$ cat src/rtl/grf_wr_arb.sv
// grf_wr_arb -- register-file write-port arbiter.
//
// Purpose: shares the single register-file write port between the pipeline
// write stage, which is never stalled, and a multiply/divide unit whose
// results arrive late. Late results wait in a DEPTH-entry FIFO. A pipeline
// write to the same register kills any older buffered result (newer write wins).
// Decode reads that hit a live buffered entry raise stall.
//
// Handshake: mdu_ack is !full and is computed combinationally from the stored
// count. A request is accepted at the rising edge where mdu_req && mdu_ack.
// A request with mdu_a3 == 0 is acknowledged but dropped.
//
// Optional feature: define GRF_ARB_BYPASS_EN to write an accepted nonzero
// request straight to the register file in the same cycle. This happens only
// when the pipeline is idle and the FIFO is empty.
//
// Ports:
//   clk, reset               clock, synchronous active-high reset
//   pipe_we/pipe_a3/pipe_wd  write-stage request (priority, never stalled)
//   mdu_req/mdu_a3/mdu_wd    deferred-result request; mdu_ack = accepted
//   grf_we/grf_a3/grf_wd     register-file write port (all zero when idle)
//   rd_a1/rd_a2, stall       decode read addresses and hazard stall
module grf_wr_arb #(
  parameter int DEPTH = 4
) (
  input  logic        clk,
  input  logic        reset,
  input  logic        pipe_we,
  input  logic [4:0]  pipe_a3,
  input  logic [31:0] pipe_wd,
  input  logic        mdu_req,
  input  logic [4:0]  mdu_a3,
  input  logic [31:0] mdu_wd,
  output logic        mdu_ack,
  output logic        grf_we,
  output logic [4:0]  grf_a3,
  output logic [31:0] grf_wd,
  input  logic [4:0]  rd_a1,
  input  logic [4:0]  rd_a2,
  output logic        stall
);
  localparam int PW = (DEPTH > 1) ? $clog2(DEPTH) : 1;
  localparam int CW = PW + 1;

  logic [DEPTH-1:0] valid_q, valid_d;
  logic [4:0]       a3_q [DEPTH];
  logic [4:0]       a3_d [DEPTH];
  logic [31:0]      wd_q [DEPTH];
  logic [31:0]      wd_d [DEPTH];
  logic [PW-1:0]    rd_ptr_q, rd_ptr_d, wr_ptr_q, wr_ptr_d;
  logic [CW-1:0]    count_q, count_d;

  logic pipe_active, full, empty, accept, bypass, enq, pop, head_valid;

  assign pipe_active = pipe_we && (pipe_a3 != 5'd0);
  assign full        = (count_q == CW'(DEPTH));
  assign empty       = (count_q == '0);
  assign mdu_ack     = !full;
  assign accept      = mdu_req && !full;
`ifdef GRF_ARB_BYPASS_EN
  assign bypass = accept && (mdu_a3 != 5'd0) && !pipe_active && empty;
`else
  assign bypass = 1'b0;
`endif
  assign enq        = accept && (mdu_a3 != 5'd0) && !bypass;
  // The head leaves whenever the port is not taken by the pipeline; a
  // killed head drains silently.
  assign pop        = !pipe_active && !empty;
  assign head_valid = valid_q[rd_ptr_q];

  always_comb begin
    grf_we = 1'b0;
    grf_a3 = 5'd0;
    grf_wd = 32'd0;
    if (pipe_active) begin
      grf_we = 1'b1;
      grf_a3 = pipe_a3;
      grf_wd = pipe_wd;
    end else if (!empty && head_valid) begin
      grf_we = 1'b1;
      grf_a3 = a3_q[rd_ptr_q];
      grf_wd = wd_q[rd_ptr_q];
    end else if (bypass) begin
      grf_we = 1'b1;
      grf_a3 = mdu_a3;
      grf_wd = mdu_wd;
    end
  end

  // Slots outside the live window always hold valid=0, so scanning every
  // slot is equivalent to scanning only the stored entries.
  always_comb begin
    stall = 1'b0;
    for (int i = 0; i < DEPTH; i++) begin
      if (valid_q[i] && (((rd_a1 != 5'd0) && (rd_a1 == a3_q[i])) ||
                         ((rd_a2 != 5'd0) && (rd_a2 == a3_q[i])))) begin
        stall = 1'b1;
      end
    end
  end

  always_comb begin
    valid_d  = valid_q;
    a3_d     = a3_q;
    wd_d     = wd_q;
    rd_ptr_d = rd_ptr_q;
    wr_ptr_d = wr_ptr_q;
    count_d  = count_q;
    // Kill runs before enqueue so the entry accepted this cycle survives.
    if (pipe_active) begin
      for (int i = 0; i < DEPTH; i++) begin
        if (a3_q[i] == pipe_a3) valid_d[i] = 1'b0;
      end
    end
    if (pop) begin
      valid_d[rd_ptr_q] = 1'b0;
      rd_ptr_d          = rd_ptr_q + PW'(1);
    end
    if (enq) begin
      valid_d[wr_ptr_q] = 1'b1;
      a3_d[wr_ptr_q]    = mdu_a3;
      wd_d[wr_ptr_q]    = mdu_wd;
      wr_ptr_d          = wr_ptr_q + PW'(1);
    end
    case ({enq, pop})
      2'b10:   count_d = count_q + CW'(1);
      2'b01:   count_d = count_q - CW'(1);
      default: count_d = count_q;
    endcase
    if (reset) begin
      valid_d  = '0;
      rd_ptr_d = '0;
      wr_ptr_d = '0;
      count_d  = '0;
      for (int i = 0; i < DEPTH; i++) begin
        a3_d[i] = 5'd0;
        wd_d[i] = 32'd0;
      end
    end
  end

  always_ff @(posedge clk) begin
    valid_q  <= valid_d;
    a3_q     <= a3_d;
    wd_q     <= wd_d;
    rd_ptr_q <= rd_ptr_d;
    wr_ptr_q <= wr_ptr_d;
    count_q  <= count_d;
  end
endmodule

$ cat config.mk
export PLATFORM = sky130hd
export DESIGN_NAME = grf_wr_arb
export DESIGN_NICKNAME = d
export VERILOG_FILES = /design/src/rtl/grf_wr_arb.sv
export SDC_FILE = /design/constraint.sdc
export NUM_CORES = 1
export LEC_CHECK = 0
export CAP_MARGIN = 10
export CORE_MARGIN = 1.5
export CORE_UTILIZATION = 40
export CTS_BUF_LIST = sky130_fd_sc_hd__clkbuf_8 sky130_fd_sc_hd__clkbuf_16
export CTS_CLUSTER_SIZE = 14
export DETAILED_ROUTE_END_ITERATION = 16
export PLACE_DENSITY = 0.64
export SLEW_MARGIN = 20
export SYNTH_ARGS = -nofsm -noshare
export SYNTH_HDL_FRONTEND = slang
export SYNTH_SLANG_ARGS = --single-unit
$ cat constraint.sdc
create_clock -name clk -period 4.35 [get_ports clk]
set_input_delay 0.87 -clock clk [delete_from_list [all_inputs] [get_ports clk]]
set_output_delay 0.87 -clock clk [all_outputs]
set_load 0.1 [all_outputs]
==> metrics.json <==
{
  "cp_cell_sequence": {"value": "clkdlybuf4s50_1 -> or4_4 -> o21ai_4 -> and2_2 -> buf_12 -> a32o_1 -> buf_12"},
  "setup.worst_path.end_class": {"value": "output port"},
  "post-route-period-util": {"value": 88.67, "unit": "%"},
  "synth_nets": {"value": 1023},
  "detailedRoute.firstPassIterationCount": {"value": 5},
  "synth_edf_count": {"value": 0},
  "power.switching_fraction": {"value": 34.86, "unit": "%"},
  "critPathLaunchType": {"value": "input port"},
  "worst_path_most_repeated_cell": {"value": "sky130_fd_sc_hd__buf_12"},
  "rsz0062_at_grt": {"value": "false"},
  "worstPathRequired": {"value": 3.48, "unit": "ns"},
  "final_estimated_routing_congestion_in_global_placement": {"value": 0.9849},
  "cellInternalPower": {"value": 3.049, "unit": "mW"},
  "wl": {"value": 22.96, "unit": "mm"},
  "synth.ff_latch_count": {"value": 159},
  "numPortBuffers": {"value": 127},
  "dr_total_vias": {"value": 6909},
  "grt-ovfl-total": {"value": 0},
  "final-setup-viol-count": {"value": 0},
  "post_cts_hold_buffer_count": {"value": 0},
  "synth_sequential_area_ratio": {"value": 40.05, "unit": "%"},
  "min_period": {"value": 3.857, "unit": "ns"},
  "peakVddDrop": {"value": 0.2997, "unit": "mV"},
  "cap_violations": {"value": 0},
  "critical-path-slowest-cell": {"value": "sky130_fd_sc_hd__or4_4"},
  "grt_antenna_before_repair": {"value": 0},
  "critical_path_class": {"value": "in -> out"},
  "grt_pass1_vias": {"value": 6619},
  "yosys.cell_count.top_type": {"value": "sky130_fd_sc_hd__nand2_1"},
  "cts_made_buffers": {"value": 17},
  "worst_pin_slew": {"value": 0.9905, "unit": "ns"},
  "cts.repair_timing.setup_buffer_count": {"value": 0},
  "core-area": {"value": 19460, "unit": "sq um"},
  "final_number_of_max_transition_violations": {"value": 0},
  "boundaryPins": {"value": 128},
  "ant_nets": {"value": 0},
  "dp.final_hpwl": {"value": 14.87, "unit": "mm"},
  "worst_hold_path_type": {"value": "reg -> reg"},
  "critical_path.n_buffers_inverters": {"value": 3},
  "power.total": {"value": 4.681, "unit": "mW"},
  "areal_power_density_over_the_cells": {"value": 458.7, "unit": "nW/um^2"},
  "grt_first_pass_wirelength": {"value": 35.87, "unit": "mm"},
  "critical_path.top_delay_family": {"value": "simple AND/OR/NAND/NOR gates"},
  "initial_core_util": {"value": 40.84, "unit": "%"},
  "cts.sinks": {"value": 159},
  "critPathMaxStageDelay": {"value": 0.56, "unit": "ns"},
  "static-leakage-power": {"value": 3.521, "unit": "nW"},
  "chipHeight": {"value": 144.0, "unit": "um"},
  "power.sequential.fraction": {"value": 36.6, "unit": "%"},
  "post_synth_most_frequent_cells": {"value": "sky130_fd_sc_hd__nand2_1, sky130_fd_sc_hd__dfxtp_1, sky130_fd_sc_hd__a21oi_1"},
  "syn-cell-area": {"value": 7948, "unit": "sq um"},
  "worst_skew_pair.late_latency": {"value": 0.42, "unit": "ns"},
  "clk_path_buf_depth": {"value": 2},
  "finalHoldViolCount": {"value": 0},
  "netlist.top_cell.by_area": {"value": "sky130_fd_sc_hd__dfxtp_1"},
  "p_clk_share": {"value": 30.2, "unit": "%"},
  "drive_above_1_share": {"value": 13.63, "unit": "%"},
  "clock_tree.htree_level_count": {"value": 4},
  "maxSlewHeadroom": {"value": 33.76, "unit": "%"},
  "switching_power": {"value": 1.632, "unit": "mW"},
  "ctsResizeCount": {"value": 0},
  "worstPathMaxFanout": {"value": 24},
  "design.die.area": {"value": 20720, "unit": "sq um"},
  "nNetsFinal": {"value": 1106},
  "grt_start_max_net_pins": {"value": 83},
  "drt-wirelength-per-cell": {"value": 17.86, "unit": "um"},
  "flow.area_growth_from_synthesis": {"value": 28.40, "unit": "%"},
  "fp.dieW": {"value": 144.0, "unit": "um"},
  "placementRows": {"value": 51},
  "clkTransAtPathRegs": {"value": 0.06, "unit": "ns"},
  "achievable-frequency": {"value": 0.2593, "unit": "GHz"},
  "drc_errors": {"value": 0},
  "setup-tns-final": {"value": 0, "unit": "ns"},
  "comb_power_share": {"value": 33.2, "unit": "%"},
  "diodes": {"value": 0},
  "grtUsageTotal": {"value": 22.58, "unit": "%"},
  "async_reset_ff_share": {"value": 0, "unit": "%"},
  "arrival": {"value": 2.99, "unit": "ns"},
  "clockRootBuffer": {"value": "sky130_fd_sc_hd__clkbuf_16"},
  "post_drt_via_cell_ratio": {"value": 5.377},
  "synthCells": {"value": 925},
  "outcome": {"value": "completed"},
  "synth_top_area_share": {"value": 40.05, "unit": "%"},
  "cell_types_with_the_largest_area_share_after_synthesis": {"value": "sky130_fd_sc_hd__dfxtp_1, sky130_fd_sc_hd__nand2_1, sky130_fd_sc_hd__mux4_2, sky130_fd_sc_hd__a21oi_1, sky130_fd_sc_hd__a32o_1"},
  "ys_types": {"value": 32},
  "syn-mean-instance-area": {"value": 8.592, "unit": "sq um"},
  "tritoncts": {"value": "done"},
  "fin_skew": {"value": 0.008868, "unit": "ns"},
  "synth_warnings": {"value": 0},
  "synth_flop_cell": {"value": "sky130_fd_sc_hd__dfxtp_1"},
  "fillers": {"value": 1787},
  "first_iter_violations": {"value": 478}
}
cells in the final DEF (no fill, tap or decap), types with 22 or more instances in the layout:
cell	netlist	routed
sky130_fd_sc_hd__nand2_1	298	298
sky130_fd_sc_hd__dfxtp_1	159	157
sky130_fd_sc_hd__buf_4	6	22
sky130_fd_sc_hd__a21oi_1	156	156
sky130_fd_sc_hd__mux4_2	38	38
sky130_fd_sc_hd__xor2_1	30	30
sky130_fd_sc_hd__xnor2_1	34	34
sky130_fd_sc_hd__buf_12	0	42
sky130_fd_sc_hd__a32o_1	37	37
sky130_fd_sc_hd__clkdlybuf4s50_1	0	87
cells by family after synthesis:
group / share of synthesized area, %
simple gates: 18.25
compound gates: 15.30
flops: 40.05
buf+inv: 6.911
xor+xnor: 7.053
mux: 10.77
fa+ha+maj: 1.669
layer usage:
metal | routed length (um) | track usage, % | vias up
li1 | - | - | 3330
met4 | 529 | 7.895 | 0
met1 | 10030 | 30.02 | 3327
met2 | 11140 | 37.09 | 222
met3 | 1262 | 3.665 | 30
met5 | 0 | 0 | -
layout make-up:
type                       instances  area [sq um]  share of cell area (%)
clock inverter                     9         70.07                  0.6866
multi-input combinational        671          4217                   41.32
sequential                       159          3186                   31.22
clock buffer                      22         494.2                   4.843
inverter                           8         30.03                  0.2943
timing repair buffer             151          1877                   18.39
tap                              265         331.6                   3.249
sequential cells by signal, summed over array words and instances, names as in the netlist:
| signal | cells |
|---|---|
| a3_q | 20 |
| count_q | 3 |
| rd_ptr_q | 2 |
| valid_q | 4 |
| wd_q | 128 |
| wr_ptr_q | 2 |
through the flow:
step           area [sq um]  worst slack (ns)  utilization (%)  cells  hold slack (ns)
6_report              10200            0.4928            52.43   1285           0.4509
5_1_grt               10200            0.4018            52.43   1285           0.4614
4_1_cts               10200            0.4764            52.43   1285           0.4526
3_5_place_dp           9641            0.4917            49.53   1254           0.4448
3_3_place_gp           9641            0.5377            49.53   1254           0.4391
2_1_floorplan          7948            0.5090                -    925           0.4331
worst min-delay path, delay by kind of cell, from the launching register on:
family	cells	cell delay, ns
flops	1	0.30
compound gates	1	0.05
simple gates	1	0.05
final timing paths:
check / cells past startpoint / slack, ns / end / from
setup reg to reg: 9 / 1.79 / count_q[2]$_SDFFE_PP0P_ / count_q[0]$_SDFFE_PP0P_
setup / recovery: 7 / 0.49 / grf_wd[12] / pipe_a3[3]
hold / removal: 2 / 0.45 / wd_q[25]$_SDFFE_PP0P_ / wd_q[25]$_SDFFE_PP0P_
hold reg to reg: 2 / 0.45 / wd_q[25]$_SDFFE_PP0P_ / wd_q[25]$_SDFFE_PP0P_
power groups by stage:
stage	Combinational (mW)	Clock (mW)	Sequential, mW
floorplan	1.13	0	1.68
global placement	1.55	0	1.74
detailed placement	1.56	0	1.74
CTS	1.57	1.43	1.71
global route	1.66	1.50	1.73
finish	1.56	1.41	1.71
Note: power is estimated with default switching activity, not from simulation.
